`src/rtl/bcd_display_mux2_pkg.sv`:
```
`default_nettype none
// ============================================================================
// Module      : bcd_display_mux2_pkg
// Description : Shared types and constants for the 2-digit multiplexed
//               7-segment display driver: display-phase enum, active-low
//               segment patterns (seg[0]=a ... seg[6]=g) and anode constants.
// Revision    : 1.0 - initial release
// ============================================================================
package bcd_display_mux2_pkg;

    // Display phases, in cycling order GAP1 -> ONES -> GAP0 -> TENS -> GAP1
    typedef enum logic [1:0] {
        S_GAP1 = 2'd0,
        S_ONES = 2'd1,
        S_GAP0 = 2'd2,
        S_TENS = 2'd3
    } state_t;

    // Active-low segment patterns for decimal digits
    localparam logic [6:0] SEG_0    = 7'h40;
    localparam logic [6:0] SEG_1    = 7'h79;
    localparam logic [6:0] SEG_2    = 7'h24;
    localparam logic [6:0] SEG_3    = 7'h30;
    localparam logic [6:0] SEG_4    = 7'h19;
    localparam logic [6:0] SEG_5    = 7'h12;
    localparam logic [6:0] SEG_6    = 7'h02;
    localparam logic [6:0] SEG_7    = 7'h78;
    localparam logic [6:0] SEG_8    = 7'h00;
    localparam logic [6:0] SEG_9    = 7'h10;
    localparam logic [6:0] SEG_DASH = 7'h3F;   // segment g only
    localparam logic [6:0] SEG_OFF  = 7'h7F;

    localparam logic [1:0] AN_OFF   = 2'b11;

endpackage : bcd_display_mux2_pkg
`default_nettype wire

```
`src/rtl/bcd_display_mux2_seg7.sv`:
```
`default_nettype none
// ============================================================================
// Module      : bcd_to_seg7
// Description : Combinational BCD to active-low 7-segment decoder. Non-BCD
//               codes (10-15) show a dash.
// Ports       : bcd [3:0] in  - digit value
//               seg [6:0] out - active-low segments, seg[0]=a ... seg[6]=g
// Revision    : 1.0 - initial release
// ============================================================================
module bcd_to_seg7
    import bcd_display_mux2_pkg::*;
(
    input  logic [3:0] bcd,
    output logic [6:0] seg
);

    always_comb begin
        seg = SEG_DASH;
        case (bcd)
            4'd0:    seg = SEG_0;
            4'd1:    seg = SEG_1;
            4'd2:    seg = SEG_2;
            4'd3:    seg = SEG_3;
            4'd4:    seg = SEG_4;
            4'd5:    seg = SEG_5;
            4'd6:    seg = SEG_6;
            4'd7:    seg = SEG_7;
            4'd8:    seg = SEG_8;
            4'd9:    seg = SEG_9;
            default: seg = SEG_DASH;
        endcase
    end

endmodule : bcd_to_seg7
`default_nettype wire

```
`src/rtl/bcd_display_mux2.sv`:
```
`default_nettype none
// ============================================================================
// Module      : bcd_display_mux2
// Description : Time-multiplexes two BCD digits onto a common-anode 2-digit
//               7-segment display, with a blanking guard between digits and
//               once-per-frame capture of the digit inputs.
// Ports       : clk        in      - system clock
//               rst        in      - asynchronous active-low reset
//               en         in      - display enable (0 blanks, timing runs on)
//               d1  [3:0]  in      - ones digit
//               d10 [3:0]  in      - tens digit
//               seg [6:0]  out     - active-low segments (registered)
//               an  [1:0]  out     - active-low anodes, an[0]=ones (registered)
//               frame_tick out     - one-cycle pulse after digit capture
// Revision    : 1.0 - initial release
// ============================================================================
module bcd_display_mux2
    import bcd_display_mux2_pkg::*;
#(
    parameter int REFRESH_DIV   = 100000,
    parameter int GUARD         = 1000,
    parameter int BLANK_LEADING = 1
) (
    input  logic       clk,
    input  logic       rst,
    input  logic       en,
    input  logic [3:0] d1,
    input  logic [3:0] d10,
    output logic [6:0] seg,
    output logic [1:0] an,
    output logic       frame_tick
);

    localparam int c_max_len = (REFRESH_DIV > GUARD) ? REFRESH_DIV : GUARD;
    localparam int c_cnt_w   = (c_max_len > 1) ? $clog2(c_max_len) : 1;

    localparam logic [c_cnt_w-1:0] c_refresh_last = c_cnt_w'(REFRESH_DIV - 1);
    localparam logic [c_cnt_w-1:0] c_guard_last   = c_cnt_w'(GUARD - 1);

    state_t               r_state;
    state_t               w_state_next;
    logic [c_cnt_w-1:0]   r_cnt;
    logic [c_cnt_w-1:0]   w_cnt_next;
    logic [3:0]           r_d1;
    logic [3:0]           r_d10;
    logic [3:0]           w_d1_next;
    logic [3:0]           w_d10_next;
    logic                 w_last;
    logic                 w_capture;
    logic [3:0]           w_digit;
    logic [6:0]           w_dec;
    logic [6:0]           w_seg_next;
    logic [1:0]           w_an_next;
    logic [6:0]           r_seg;
    logic [1:0]           r_an;
    logic                 r_frame_tick;

    // Single decoder shared by both digit slots: it decodes whichever digit
    // will be shown after the coming edge.
    bcd_to_seg7 u_dec (
        .bcd (w_digit),
        .seg (w_dec)
    );

    always_ff @(posedge clk or negedge rst) begin
        if (!rst) begin
            r_state      <= S_GAP1;
            r_cnt        <= '0;
            r_d1         <= 4'd0;
            r_d10        <= 4'd0;
            r_seg        <= SEG_OFF;
            r_an         <= AN_OFF;
            r_frame_tick <= 1'b0;
        end else begin
            r_state      <= w_state_next;
            r_cnt        <= w_cnt_next;
            r_d1         <= w_d1_next;
            r_d10        <= w_d10_next;
            r_seg        <= w_seg_next;
            r_an         <= w_an_next;
            r_frame_tick <= w_capture;
        end
    end

    always_comb begin
        w_state_next = r_state;
        w_cnt_next   = r_cnt + 1'b1;
        w_capture    = 1'b0;
        w_an_next    = AN_OFF;
        w_seg_next   = SEG_OFF;

        if ((r_state == S_ONES) || (r_state == S_TENS)) begin
            w_last = (r_cnt == c_refresh_last);
        end else begin
            w_last = (r_cnt == c_guard_last);
        end

        if (w_last) begin
            w_cnt_next = '0;
            case (r_state)
                S_GAP1: begin
                    w_state_next = S_ONES;
                    w_capture    = 1'b1;
                end
                S_ONES:  w_state_next = S_GAP0;
                S_GAP0:  w_state_next = S_TENS;
                S_TENS:  w_state_next = S_GAP1;
                default: w_state_next = S_GAP1;
            endcase
        end

        // Capture uses the inputs present at the GAP1->ONES edge, and the
        // outputs loaded on that same edge already reflect the new digits.
        w_d1_next  = w_capture ? d1  : r_d1;
        w_d10_next = w_capture ? d10 : r_d10;
        w_digit    = (w_state_next == S_TENS) ? w_d10_next : w_d1_next;

        if (en) begin
            case (w_state_next)
                S_ONES: begin
                    w_an_next  = 2'b10;
                    w_seg_next = w_dec;
                end
                S_TENS: begin
                    if (!((BLANK_LEADING != 0) && (w_d10_next == 4'd0))) begin
                        w_an_next  = 2'b01;
                        w_seg_next = w_dec;
                    end
                end
                default: begin
                    w_an_next  = AN_OFF;
                    w_seg_next = SEG_OFF;
                end
            endcase
        end
    end

    assign seg        = r_seg;
    assign an         = r_an;
    assign frame_tick = r_frame_tick;

endmodule : bcd_display_mux2
`default_nettype wire

```
`config.mk`:
```
export PLATFORM = sky130hd
export DESIGN_NAME = bcd_display_mux2
export DESIGN_NICKNAME = d
export VERILOG_FILES = /design/src/rtl/bcd_display_mux2_pkg.sv /design/src/rtl/bcd_display_mux2_seg7.sv /design/src/rtl/bcd_display_mux2.sv
export SDC_FILE = /design/constraint.sdc
export NUM_CORES = 1
export LEC_CHECK = 0
export BUFFER_PORTS_ARGS = -buffer_cell sky130_fd_sc_hd__buf_2
export CELL_PAD_IN_SITES_DETAIL_PLACEMENT = 0
export CELL_PAD_IN_SITES_GLOBAL_PLACEMENT = 1
export CORE_AREA = 2 2 71 73
export DETAILED_ROUTE_END_ITERATION = 6
export DIE_AREA = 0 0 73 75
export PLACE_DENSITY_LB_ADDON = 0.1
export SYNTH_ARGS = -nofsm -noshare
export SYNTH_HDL_FRONTEND = slang
export SYNTH_SLANG_ARGS = --single-unit
```
`constraint.sdc`:
```
create_clock -name clk -period 3.5 [get_ports clk]
set_clock_uncertainty 0.15 [all_clocks]
set_input_delay 0.525 -clock clk [delete_from_list [all_inputs] [get_ports clk]]
set_output_delay 0.525 -clock clk [all_outputs]
set_load 0.01 [all_outputs]
```
=== Word level (Yosys, flattened, before mapping) ===
Memory sizes are Yosys's and may differ from the RTL's.
Index checks and enable logic that the tools add are counted.
W data, S select, Z words.

* Latch bits: 0
* Output and inout bits: 10
* ROM bits: 112
* Logic and storage cells: 34
* Bits of input ports: 11
* RAM bits: 0
* Memories kept: 1
* Register bits: 37

* Magnitude comparators: 0
* Shifts and indexed selects: 0
* Bitwise gates (word level): 0
* Equality and inequality tests: 7
* Multiplexer cells: 15
* $mul: 0
* Add/sub/neg operators: 1
* Div/mod/pow operators: 0
* Reductions and logical operators: 3

{| class="wikitable"
|+ Memories
! memory !! depth !! width !! read ports !! clocked after Yosys merged registers in !! write ports !! line !! source
|-
| (no name shown) || 16 || 7 || 1 || 0 || 0 || bcd_display_mux2_seg7.sv:19 || <nowiki>case (bcd)</nowiki>
|}

{| class="wikitable"
|+ Operators by type and width
! kind !! number
|-
| $add A17 B1 Y17 const B || 1
|-
| $eq A17 B10 Y1 const B || 1
|-
| $eq A17 B17 Y1 const B || 1
|-
| $mux W17 || 1
|-
| $mux W7 || 2
|-
| $pmux W7 S2 || 1
|-
| $mux W4 || 3
|-
| $pmux W2 S4 || 1
|-
| $eq A2 B2 Y1 const B || 3
|-
| $mux W2 || 3
|-
| $eq A2 B1 Y1 const B || 2
|-
| $logic_not A4 Y1 || 1
|-
| $pmux W2 S2 || 1
|-
| $mux W1 || 3
|-
| $logic_not A2 Y1 || 1
|-
| $logic_or A1 B1 Y1 || 1
|}

=== Logic depth before layout (Yosys ltp) ===
An unclocked memory read counts as a cell.

* Depth in word-level cells: 10
* Depth in mapped cells: 11
* Gate-level depth less buffers: 10

=== By module ===
A second synthesis with hierarchy kept.

* Cells, all modules: 194
* Area, all modules: 2,103.3 um2

{| class="wikitable"
|+ Modules (own cells, without submodules)
! module !! times used !! cells each !! area an instance (um2) !! sequential area each (um2)
|-
| bcd_display_mux2 || 1 || 163 || 1,863.0 || 937.1
|-
| bcd_to_seg7 || 1 || 31 || 240.2 || 0.0
|}

=== Worst setup path after synthesis ===
OpenSTA, ideal clock, no wires.

* Path type: register to register
* From: register r_state[0]
* To: register r_seg[4] (netlist: seg[4])
* Data arrival time: 2,470 ps
* Buffers on the path: 0
* Setup time: 72 ps
* Path slack: 808 ps
* Stages on the path, launching flop included: 11
* Path through: dfrtp_1 inv_1 ha_1 o21ai_1 mux2i_1 a221oi_1 inv_1 ha_1 nor3_1 a211oi_1 o21ai_1

* Cells in the longest elaborated chain, start to end: 10
* Elaborated cells on any way between the ends: 20
* Those cells by class: 5 x eq/ne; 11 x mux; 3 x reduce/logical; 1 x memory

{| class="wikitable"
|+ Ends and longest elaborated chain
! element !! line !! source
|-
| start, declared || bcd_display_mux2.sv:40 || <nowiki>state_t r_state;</nowiki>
|-
| start signal, assigned || bcd_display_mux2.sv:75 || <nowiki>r_state <= w_state_next;</nowiki>
|-
| branches (longest 8 deep; another with $mem_v2 Z16 W7) || - ||
|-
| $pmux W7 S2 * || bcd_display_mux2.sv:119 || <nowiki>case (w_state_next)</nowiki>
|-
| $mux W7 * || bcd_display_mux2.sv:118 || <nowiki>if (en) begin</nowiki>
|-
| net w_seg_next[4] || bcd_display_mux2.sv:52 || <nowiki>logic [6:0] w_seg_next;</nowiki>
|-
| end signal, assigned || bcd_display_mux2.sv:79 || <nowiki>r_seg <= w_seg_next;</nowiki>
|-
| end, declared || bcd_display_mux2.sv:54 || <nowiki>logic [6:0] r_seg;</nowiki>
|}

Mark *: on every way through the listed nets, which the timed path passes.

=== Worst setup path after layout ===
Same ends and word-level chain as after synthesis.

==> summary.txt <==
Power and ir drop
  – Leakage power summed over all cells: 1.081 nW
  – Share of power burned in registers: 53.9%
  – Total power divided by cell area: 334.6 nW/um^2
  – Int Power: 0.6374 mW
  – Total power of the final layout: 0.7941 mW
  – Power share of the clock group: 43.8%
  – Net Switching: 0.1567 mW
  – IR Drop Worst-Case VDD: 0.1758 mV
  – Switching part of the total: 19.74%
  – Part of the total power dissipated in combinational logic: 2.3%

CTS
  – Number of buffers inserted during clock tree synthesis: 5
  – H-Tree Level Count: 2
  – Gates resized, CTS repair: 0
  – Number of hold buffers added after cts: 0
  – Clock latency on the worst-skew pair: 280 ps
  – Clock slew at reported path FFs: 70 ps
  – Max Root-Sink Buffers: 2
  – CTS Root Cell: sky130_fd_sc_hd__clkbuf_8
  – TritonCTS sink count: 37
  – CTS tree: built
  – Setup repair bufs after CTS: 0

Placed design
  – Post-placement cell area: 2262 sq um
  – Total of buffers placed on input and output ports: 20
  – Routability Congestion: 0.8457
  – DP Worst Slack: 566.1 ps
  – Detailed placement HPWL: 3364 microns

Die
  – Core region area: 4661 sq um
  – Top-level I/O count: 21
  – Area enclosed by the die boundary: 5475 sq um
  – Site Rows: 25
  – Initial Util: 44.38%
  – Die Span Y: 75 microns
  – Die width: 73 microns

Routing
  – Via count: 1,564
  – DRT Wirelength: 4474 microns
  – Starting DRT DRC Count: 48
  – First-pass iteration count of the detailed router: 4
  – Via count normalized by instance count: 5.750
  – Remaining DRCs: 0
  – Number of routed nets with antenna violations: 0
  – Wirelength per Cell: 16.45 microns

Critical path
  – Worst Setup End Kind: register
  – Req. time, crit path: 3570 ps
  – Terminus of the critical flop-to-flop path: seg[4]$_DFF_PN1_
  – Startpoint of the most critical register-to-register path: r_state[0]$_DFF_PN0_
  – Crit path from: r_state[0]$_DFF_PN0_
  – Worst Setup Path Type: reg -> reg
  – Critical path fanouts, max: 8
  – Setup crit end: seg[4]$_DFF_PN1_
  – Reg2Reg Depth: 11
  – Worst reg-to-reg setup slack: 560 ps
  – Critical Path Start Type: register
  – Arrival time of data at the critical path endpoint: 3010 ps

Yosys
  – Ys Warns: 0
  – Number of synthesized flops with an enable pin: 0
  – Post-synthesis cell area: 2068 sq um
  – Post-Synthesis Net Count: 206
  – Number of flip-flops and latches in the synthesized netlist: 37
  – Mean Syn Cell Area: 11.06 sq um
  – Fraction of synthesis flops using an asynchronous set or reset pin: 100.0%
  – Dominant synthesized flop cell: sky130_fd_sc_hd__dfrtp_1
  – Instance count of the mapped netlist: 187
  – Sequential element share of the synthesized area: 45.31%
  – Distinct cell type count after synthesis: 44

Cells and area
  – Combined area of the multi-input logic cells: 1086 sq um
  – Antenna Cells: 0
  – Most common library cell in the layout ignoring fill and taps: sky130_fd_sc_hd__dfrtp_1
  – Non-Filler Cell Area, Final: 2374 sq um
  – Fraction of the core area covered by cells at the end of the flow: 50.93%
  – Layout cell share with drive strength beyond 1: 30.73%
  – Area delta synth->final: 14.76%
  – Net count, final: 236
  – Sequential cell area in the final layout: 937.1 sq um
  – Layout fillers: 438
  – Highest-count cells in the layout ignoring fill and taps: sky130_fd_sc_hd__dfrtp_1, sky130_fd_sc_hd__buf_2, sky130_fd_sc_hd__mux2_2

Timing
  – Fin crit share: 84.01%
  – Max Transition Viols Final: 0
  – Unrepaired setup endpoints after global routing: false
  – Setup ws final: 559.5 ps
  – Achievable Freq: 340.1 MHz
  – Final number of setup-violating endpoints: 0
  – Setup TNS after final layout: 0 ps
  – Worst relative slew slack: 46.88%
  – Hold Violations, Final: 0
  – Minimum period implied by the final worst setup slack: 2941 ps
  – Transition time at the pin with the least slew margin: 796.9 ps

GRT
  – Total routing usage reported by global routing: 18.27%
  – Vias in the first global route: 1,591
  – Number of antenna violations at the first check in global routing: 0
  – Largest net degree at the start of global routing: 38
  – Sum of overflow across all layers after global routing: 0
  – Global-route wire length before repair: 7514 microns

Min path
  – Type of the tightest min-delay check: in -> async

Outcome
  – Run status: finished clean

Job
  – Max-cap violation count: 0
[stage by stage]
stage                     cells  hold WS, ps
after floorplan             187        79.41
after global placement      264        324.2
after detailed placement    264        331.5
after CTS                   272        194.2
after global routing        272        221.1
final                       272        172.3
[state kept, by name, indices dropped and copies added (netlist names)]
signal,count
an,2
r_cnt,17
seg,7
r_d1,4
r_state,2
frame_tick,1
r_d10,4
[cells in the mapped netlist (2+ instances only)]
master	count	area share, %
sky130_fd_sc_hd__xnor2_1	9	3.8
sky130_fd_sc_hd__nor3_1	2	0.48
sky130_fd_sc_hd__o21ai_0	2	0.48
sky130_fd_sc_hd__nor4_1	4	1.2
sky130_fd_sc_hd__or3_1	3	0.91
sky130_fd_sc_hd__and3_1	4	1.2
sky130_fd_sc_hd__nor4_2	3	1.8
sky130_fd_sc_hd__xor2_1	4	1.7
sky130_fd_sc_hd__nor2_1	14	2.5
sky130_fd_sc_hd__a211oi_1	3	1.1
sky130_fd_sc_hd__a21oi_1	3	0.73
sky130_fd_sc_hd__dfrtp_1	28	34
sky130_fd_sc_hd__mux2i_1	9	4.4
sky130_fd_sc_hd__o21ai_1	6	1.5
sky130_fd_sc_hd__ha_1	8	4.8
sky130_fd_sc_hd__nor4bb_1	2	0.97
sky130_fd_sc_hd__o211a_1	2	0.97
sky130_fd_sc_hd__nand3_1	7	1.7
sky130_fd_sc_hd__nor2b_1	2	0.60
sky130_fd_sc_hd__inv_1	8	1.5
sky130_fd_sc_hd__o21a_1	2	0.73
sky130_fd_sc_hd__and4_1	2	0.85
sky130_fd_sc_hd__nand2_1	10	1.8
sky130_fd_sc_hd__a32oi_1	3	1.3
sky130_fd_sc_hd__nand4_1	4	1.2
sky130_fd_sc_hd__mux2_2	15	8.2
sky130_fd_sc_hd__dfstp_2	9	11
sky130_fd_sc_hd__a31oi_1	3	0.91
[cell families after synthesis]
logic type               count (synthesis)  synth area share (%)
flip-flops                              37                 45.31
AND/OR/NAND/NOR                         63                 18.03
multiplexers                            26                 14.34
XOR/XNOR                                13                 5.505
buffers and inverters                   11                 2.178
AO/OA/AOI/OAI                           29                 9.801
adder cells (fa/ha/maj)                  8                 4.840
[how the worst min path moves through the flow]
stage	start	endpoint	slack [ps]	cells past startpoint
after global placement	r_cnt[0]$_DFF_PN0_	r_cnt[0]$_DFF_PN0_	320	1
after floorplan	rst	frame_tick$_DFF_PN0_	80	0
after CTS	rst	r_d1[2]$_DFF_PN0_	190	1
after global routing	rst	frame_tick$_DFF_PN0_	220	1
final	rst	r_d1[0]$_DFF_PN0_	170	1
after detailed placement	r_cnt[0]$_DFF_PN0_	r_cnt[0]$_DFF_PN0_	330	1
[cell type report]
type,count,area share (%)
Timing Repair Buffer,25,5.799
Inverter,9,1.423
Multi-Input combinational cell,139,45.76
Tap cell,54,2.847
Clock buffer,8,4.692
Sequential cell,37,39.48
[power by group through the flow]
stage                     combinational, mW  sequential, mW  clock (mW)
after global routing                 0.0214           0.428       0.377
final                                0.0185           0.428       0.348
after detailed placement             0.0193           0.436           0
after global placement               0.0187           0.436           0
after floorplan                     0.00272           0.436           0
after CTS                            0.0194           0.428       0.364
[critical path, stage by stage (launching register included)]
cell	delay, ps
sky130_fd_sc_hd__dfrtp_1	480
sky130_fd_sc_hd__inv_1	130
sky130_fd_sc_hd__ha_1	390
sky130_fd_sc_hd__o21ai_1	90
sky130_fd_sc_hd__buf_4	180
sky130_fd_sc_hd__mux2i_1	130
sky130_fd_sc_hd__a221oi_1	540
sky130_fd_sc_hd__inv_1	140
sky130_fd_sc_hd__ha_1	230
sky130_fd_sc_hd__nor3_1	180
sky130_fd_sc_hd__a211oi_1	70
sky130_fd_sc_hd__o21ai_1	160
[per-layer routing]
metal	GRT usage [%]	up-vias	routed length [microns]
met2	32.73	30	2282
li1	-	754	-
met5	0	-	0
met3	4.418	13	153
met4	7.613	0	99
met1	20.87	767	1938
No activity file was read; power rests on OpenSTA's default activity.
